File: src/rtl/noise_avg_filter.sv
// noise_avg_filter
//   Pulls signed samples from the noise generator one at a time over a
//   request/valid handshake. Smooths them with a 2^LOG2_TAPS-tap moving
//   average. Writes each result to both codec channels over a ready/write
//   handshake.
//
//   Optional build macro: NOISE_AVG_GAIN_EN. When it is defined, the block
//   adds a 3-bit `gain` port, and the average is arithmetically shifted
//   right by `gain` bits before it is output.
//
// Ports
//   clk, reset              rising-edge clock, async active-high reset
//   sample_in/sample_valid  sample from the generator, consumed only in REQ
//   sample_req              high only in REQ (generator enable)
//   audio_write_ready       codec FIFO has space, sampled only in WAIT
//   audio_write             one-cycle write strobe (WRITE state)
//   audio_left/right        filtered sample, held from OUT to the next OUT
//   gain                    attenuation shift (NOISE_AVG_GAIN_EN only)
module noise_avg_filter #(
    parameter int DATA_WIDTH = 24,
    parameter int LOG2_TAPS  = 3
) (
    input  logic                  clk,
    input  logic                  reset,
`ifdef NOISE_AVG_GAIN_EN
    input  logic [2:0]            gain,
`endif
    input  logic [DATA_WIDTH-1:0] sample_in,
    input  logic                  sample_valid,
    output logic                  sample_req,
    input  logic                  audio_write_ready,
    output logic                  audio_write,
    output logic [DATA_WIDTH-1:0] audio_left,
    output logic [DATA_WIDTH-1:0] audio_right
);

    localparam int TAPS  = 1 << LOG2_TAPS;
    localparam int SUM_W = DATA_WIDTH + LOG2_TAPS;

    typedef enum logic [2:0] {
        S_IDLE,
        S_REQ,
        S_ACC,
        S_OUT,
        S_WAIT,
        S_WRITE
    } state_t;

    state_t state, state_next;

    logic        [DATA_WIDTH-1:0]           x;
    logic        [TAPS-1:0][DATA_WIDTH-1:0] line;
    logic        [LOG2_TAPS-1:0]            ptr;
    logic signed [SUM_W-1:0]                sum;
    logic signed [SUM_W-1:0]                x_ext;
    logic signed [SUM_W-1:0]                old_ext;
    logic signed [DATA_WIDTH-1:0]           avg;
    logic signed [DATA_WIDTH-1:0]           result;

    // ---------------------------------------------------------------
    // Control FSM
    // ---------------------------------------------------------------
    always_ff @(posedge clk or posedge reset) begin
        if (reset) state <= S_IDLE;
        else       state <= state_next;
    end

    always_comb begin
        state_next  = state;
        sample_req  = 1'b0;
        audio_write = 1'b0;
        case (state)
            S_IDLE:  state_next = S_REQ;
            S_REQ: begin
                sample_req = 1'b1;
                if (sample_valid) state_next = S_ACC;
            end
            S_ACC:   state_next = S_OUT;
            S_OUT:   state_next = S_WAIT;
            S_WAIT:  if (audio_write_ready) state_next = S_WRITE;
            S_WRITE: begin
                audio_write = 1'b1;
                state_next  = S_REQ;
            end
            default: state_next = S_IDLE;
        endcase
    end

    // ---------------------------------------------------------------
    // Datapath
    // ---------------------------------------------------------------
    // Sign-extend the operands to the accumulator width. The running sum
    // of 2^LOG2_TAPS samples then cannot overflow.
    assign x_ext   = {{LOG2_TAPS{x[DATA_WIDTH-1]}}, x};
    assign old_ext = {{LOG2_TAPS{line[ptr][DATA_WIDTH-1]}}, line[ptr]};

    // Dropping the low LOG2_TAPS bits of a two's complement value is the
    // floor division (arithmetic shift). The remaining DATA_WIDTH bits
    // always hold the exact result.
    assign avg = sum[SUM_W-1:LOG2_TAPS];

`ifdef NOISE_AVG_GAIN_EN
    assign result = avg >>> gain;
`else
    assign result = avg;
`endif

    always_ff @(posedge clk or posedge reset) begin
        if (reset) begin
            x           <= '0;
            line        <= '0;
            ptr         <= '0;
            sum         <= '0;
            audio_left  <= '0;
            audio_right <= '0;
        end else begin
            if (state == S_REQ && sample_valid) x <= sample_in;
            if (state == S_ACC) begin
                sum       <= sum + x_ext - old_ext;
                line[ptr] <= x;
                ptr       <= ptr + LOG2_TAPS'(1);
            end
            if (state == S_OUT) begin
                audio_left  <= result;
                audio_right <= result;
            end
        end
    end

endmodule
File: config.mk
export PLATFORM = sky130hd
export DESIGN_NAME = noise_avg_filter
export DESIGN_NICKNAME = d
export VERILOG_FILES = /design/src/rtl/noise_avg_filter.sv
export SDC_FILE = /design/constraint.sdc
export NUM_CORES = 1
export LEC_CHECK = 0
export ABC_AREA = 1
export BUFFER_PORTS_ARGS = -buffer_cell sky130_fd_sc_hd__buf_2
export CAP_MARGIN = 10
export CORE_UTILIZATION = 55
export DETAILED_ROUTE_END_ITERATION = 8
export GPL_TIMING_DRIVEN = 0
export HOLD_SLACK_MARGIN = 0.06
export PLACE_DENSITY = 0.76
export SETUP_SLACK_MARGIN = 0.2
export SYNTH_ARGS = -nofsm -noshare
export SYNTH_HDL_FRONTEND = slang
export SYNTH_SLANG_ARGS = --single-unit
File: constraint.sdc
create_clock -name clk -period 8.89 [get_ports clk]
set_input_delay 1.778 -clock clk [delete_from_list [all_inputs] [get_ports clk]]
set_output_delay 1.778 -clock clk [all_outputs]
set_load 0.01 [all_outputs]
Word level (Yosys, flattened, before mapping)
Cells that the tools add are included.
{"block": "word_totals", "ff_bits": 273, "input_bits": 28, "out_inout_bits": 50}
{"block": "classes", "n_mux": 10, "n_lt_le_gt_ge": 2, "add_sub_neg": 3, "eq_ne": 7, "n_reduce_logical": 5}
{"cell": "$bwmux W192", "count": 1}
{"cell": "$bmux W24 S3", "count": 1}
{"cell": "$demux W24 S3", "count": 1}
{"cell": "$mux W24", "count": 2}
{"cell": "$add A27 B24 Y27", "count": 1}
{"cell": "$sub A27 B24 Y27", "count": 1}
{"cell": "$pmux W3 S5", "count": 1}
{"cell": "$eq A3 B2 Y1 const B", "count": 2}
{"cell": "$eq A3 B3 Y1 const B", "count": 2}
{"cell": "$mux W3", "count": 2}
{"cell": "$lt A3 B4 Y1 const B", "count": 1}
{"cell": "$ne A2 B2 Y1 const B", "count": 2}
{"cell": "$add A3 B1 Y3 const B", "count": 1}
{"cell": "$eq A3 B1 Y1 const B", "count": 1}
{"cell": "$ge A3 B1 Y1 const B", "count": 1}
{"cell": "$logic_not A3 Y1", "count": 1}
{"cell": "$logic_and A1 B1 Y1", "count": 2}
{"cell": "$mux W1", "count": 2}
{"cell": "$reduce_and A2 Y1", "count": 1}
{"cell": "$reduce_or A2 Y1", "count": 1}

Longest topological paths before layout
{"block": "depth", "depth_word": 5, "mapped_depth": 21, "mapped_depth_nobuf": 20}

Worst setup path after synthesis
Ideal clock, no wire load.
{"block": "synth_timing", "kind": "flip-flop to flip-flop", "start": "reg ptr[0]", "end": "reg sum[9]", "stages_incl_launch_ff": 19, "synth_period_minus_slack_ns": 3.097, "required_time_ns": 8.760, "path_slack_ns": 5.793, "arrival_time_ns": 2.967, "path_buffers": 3, "setup_time_ns": 0.130, "path_cell_list": "dfrtp_1 > buf_2 > inv_2 > buf_2 > clkbuf_1 > nor2_1 > o2111ai_1 > fa_1 > inv_1 > ha_1 > nand2_1 > inv_1 > nand2_1 > nand2_1 > inv_1 > nand3_1 > or2_2 > nand3_1 > o21ai_0"}
{"block": "synth_via", "elab_chain_cells": 3}
{"element": "start, declared", "line": "53", "rtl": "logic [LOG2_TAPS-1:0] ptr;"}
{"element": "start signal, assigned", "line": "121", "rtl": "ptr <= ptr + LOG2_TAPS'(1);"}
{"element": "$bmux W24 S3", "line": "95", "rtl": "assign old_ext = {{LOG2_TAPS{line[ptr][DATA_WIDTH-1]}}, line[ptr]};"}
{"element": "$mux W24 (not written as such)", "line": "95"}
{"element": "$sub A27 B24 Y27", "line": "119", "rtl": "sum <= sum + x_ext - old_ext;"}
{"element": "end signal, assigned", "line": "119"}
{"element": "end, declared", "line": "54", "rtl": "logic signed [SUM_W-1:0] sum;"}
Every way passes these cells. The select of a mux whose other input is x is not followed.
A chain may end at the register's enable or synchronous reset.

Final worst setup path
{"block": "layout_timing", "start": "reg ptr[0]", "end": "reg sum[17]"}
Same word-level chain as after synthesis.

==> out/summary.txt <==
Status - finished, final reports clean
Crit Path Max Fanout - 10
Synth unique cells - 37
Crit path capture - sum[17]
Reg2reg start - ptr[0]
Share of cells above drive strength 1 - 10.3%
Ys Warns - 0
CTS sink cnt - 273
Post-synth EDFFs - 0
Ports - 78
DPL Wire Length - 30.2 mm
Clk_skew - 0.0205 ns
Minimum clock period - 4.38 ns
Fin crit share - 49.3%
Worst-Margin Slew - 0.898 ns
H-tree depth - 1
Initial antenna violation count - 0
Diode count - 0
First-pass GRT wire length - 65.3 mm
Ys async rst share - 100%
Post-synthesis sequential area ratio - 48.1%
RSZ-0062 raised after global routing - false
R2R depth - 17
Full die area - 26500 um^2
Main area contributors after synthesis - dfrtp_1 (48%), nand2_1 (12%), o21ai_0 (9.1%), inv_1 (5.4%), nor2_1 (3.9%)
Congestion Overflow GR - 0
Area grow syn2layout - 13.5%
Hold Path Depth - 2
Main synth FF type - dfrtp_1
Hold buffer count at cts - 0
Crit. Startpoint - ptr[0]
HP Class - reg -> reg
CP Class - reg -> reg
Final RePlAce weighted congestion - 0.960
Clock Tree Root - clkbuf_16
Antenna viol nets, final - 0
Slew headroom - 40.2%
Worst-Skew Late Latency - 0.57 ns
Setup TNS - 0 ns
GRT Overall Usage - 32.3%
FF-to-FF End - sum[17]
Fin nets - 1964
Final setup violation count - 0
Site Rows - 58
Highest clock rate - 0.228 GHz
Cts bufs inserted - 29
Final design instance area without fill - 16100 um^2
Initial Utilization - 56.2%
Mean number of vias per cell - 5.64
Dpl cell area - 15100 um^2
CP endpoint kind - flop
CTS tree - built
Die Y - 163 um
DRC Markers - 0
Routed WL - 41.2 mm
Arrival @ worst endpoint - 4.79 ns
Clock transition at the registers of the reported paths - 0.06 ns
Core ar. - 25300 um^2
Syn Std Cell Area - 14200 um^2
Flop2flop setup slack - 4.51 ns
Startpoint types - flop
Post-CTS Setup Repair Bufs - 0
Largest net degree at the start of global routing - 44
Initial DRT Pass Iterations - 6
Pins Over Slew Limit - 0
Drt wl/cell - 18.5 um
Share of the synthesized area in the top cell type - 48.1%
Max cap viols - 0
Vias in the first global route - 12000
Die X - 163 um
Via count of the routed design - 12600
I/O Buffers - 77
Yosys reg bits - 273
Net Count, Synth - 1849
Cells after DPL - 2180
CP required - 9.30 ns
DR iter-0 viols - 1372
Fill count - 2215
Final hold vios - 0
Resized cells post-CTS - 0
Mapped Avg Cell Area - 8.04 um^2
Non-Filler Instances - 2231
Synth area leader - dfrtp_1
Mapped Cells - 1766
Maximum root-to-sink buffer count - 3
Multi-input logic area - 5960 um^2
FF+latch area - 6830 um^2
## metal layers
| metal | GRT usage (%) | vias up | share of wire [%] |
|---|---|---|---|
| met5 | 0 | - | 0 |
| met4 | 12.7 | 0 | 4.0 |
| met3 | 4.99 | 106 | 9.0 |
| met2 | 49.6 | 582 | 45 |
| met1 | 46.3 | 6029 | 42 |
| li1 | - | 5867 | - |
## flip-flops by register name, indices dropped and copies added, names as in the netlist
name	cells
x	24
sum	27
state	3
ptr	3
line	192
audio_right	24
## cell families after synthesis
logic type,synth area share [%]
muxes,0.238
AOI/OAI and AO/OA,16.4
adders and majority gates,6.22
xor gates and xnor gates,0.679
DFF,48.1
buffers and inverters,9.88
and+or+nand+nor,18.5
## cells in the final DEF (no fill, tap or decap), types with 2 or more instances in the layout
cell type	synthesis	final
o21a_1	21	21
o2111ai_1	21	21
o211ai_1	21	21
nand3b_1	2	2
xnor2_1	7	7
clkbuf_8	0	11
or2_2	2	2
clkbuf_1	51	53
buf_2	20	97
o22ai_1	7	7
buf_12	0	7
o21bai_1	2	2
clkinv_1	21	21
nor2_1	147	147
dfrtp_1	273	273
inv_1	203	202
clkinv_2	0	5
nand2_1	457	457
xor2_1	4	4
a21oi_1	42	42
o21ai_0	259	259
inv_2	3	3
nand4_1	7	7
mux2_2	3	3
clkinvlp_4	0	2
buf_1	8	8
o21ai_1	47	47
nand3_1	44	44
fa_1	26	26
clkbuf_16	0	29
ha_1	29	29
and2_1	2	2
buf_4	26	26
buf_6	3	3
## worst max-delay path, stage by stage, from the launching register on
cell      delay, ns
dfrtp_1        0.37
buf_2          0.21
clkbuf_1       0.57
clkbuf_1       0.67
nor2_1         0.10
o22ai_1        0.19
nor2_1         0.12
fa_1           0.38
ha_1           0.39
nand2_1        0.11
nor2_1         0.33
nand3_1        0.13
nand3_1        0.27
nand2_1        0.12
nand2_1        0.07
nand2_1        0.05
nand3_1        0.06
o21ai_0        0.07
## worst min-delay path by stage
stage	start	end	slack, ns
6_report	line[63]	line[63]	0.48
5_1_grt	line[39]	line[39]	0.50
4_1_cts	line[43]	line[43]	0.48
3_5_place_dp	line[62]	line[62]	0.47
3_3_place_gp	line[43]	line[43]	0.46
2_1_floorplan	line[147]	line[147]	0.45
## metrics by stage
stage / hold WS [ns] / setup WS, ns / util (%)
finish: 0.482 / 4.51 / 63.8
global route: 0.503 / 4.24 / 63.8
CTS: 0.483 / 4.66 / 63.8
detailed placement: 0.468 / 4.68 / 59.9
global placement: 0.460 / 1.93 / 59.4
floorplan: 0.448 / 3.50 / -
## area by class of cell
cell class	count	share of cell area, %
inverter	227	5.31
sequential	273	42.4
buffer	108	3.42
clock buffer	42	5.49
tap	330	2.56
timing repair buffer	84	3.26
clock inverter	9	0.567
multi-input combinational	1158	37.0
## synthesized netlist by cell type, types with 20 or more instances
cell type,number
buf_2,20
nor2_1,147
o2111ai_1,21
clkinv_1,21
o21ai_0,259
buf_4,26
nand2_1,457
inv_1,203
a21oi_1,42
fa_1,26
o21a_1,21
o21ai_1,47
o211ai_1,21
clkbuf_1,51
nand3_1,44
dfrtp_1,273
ha_1,29
Power is not shown: default switching activity piles up to over one toggle a cycle in this logic, so the estimate is an artifact.
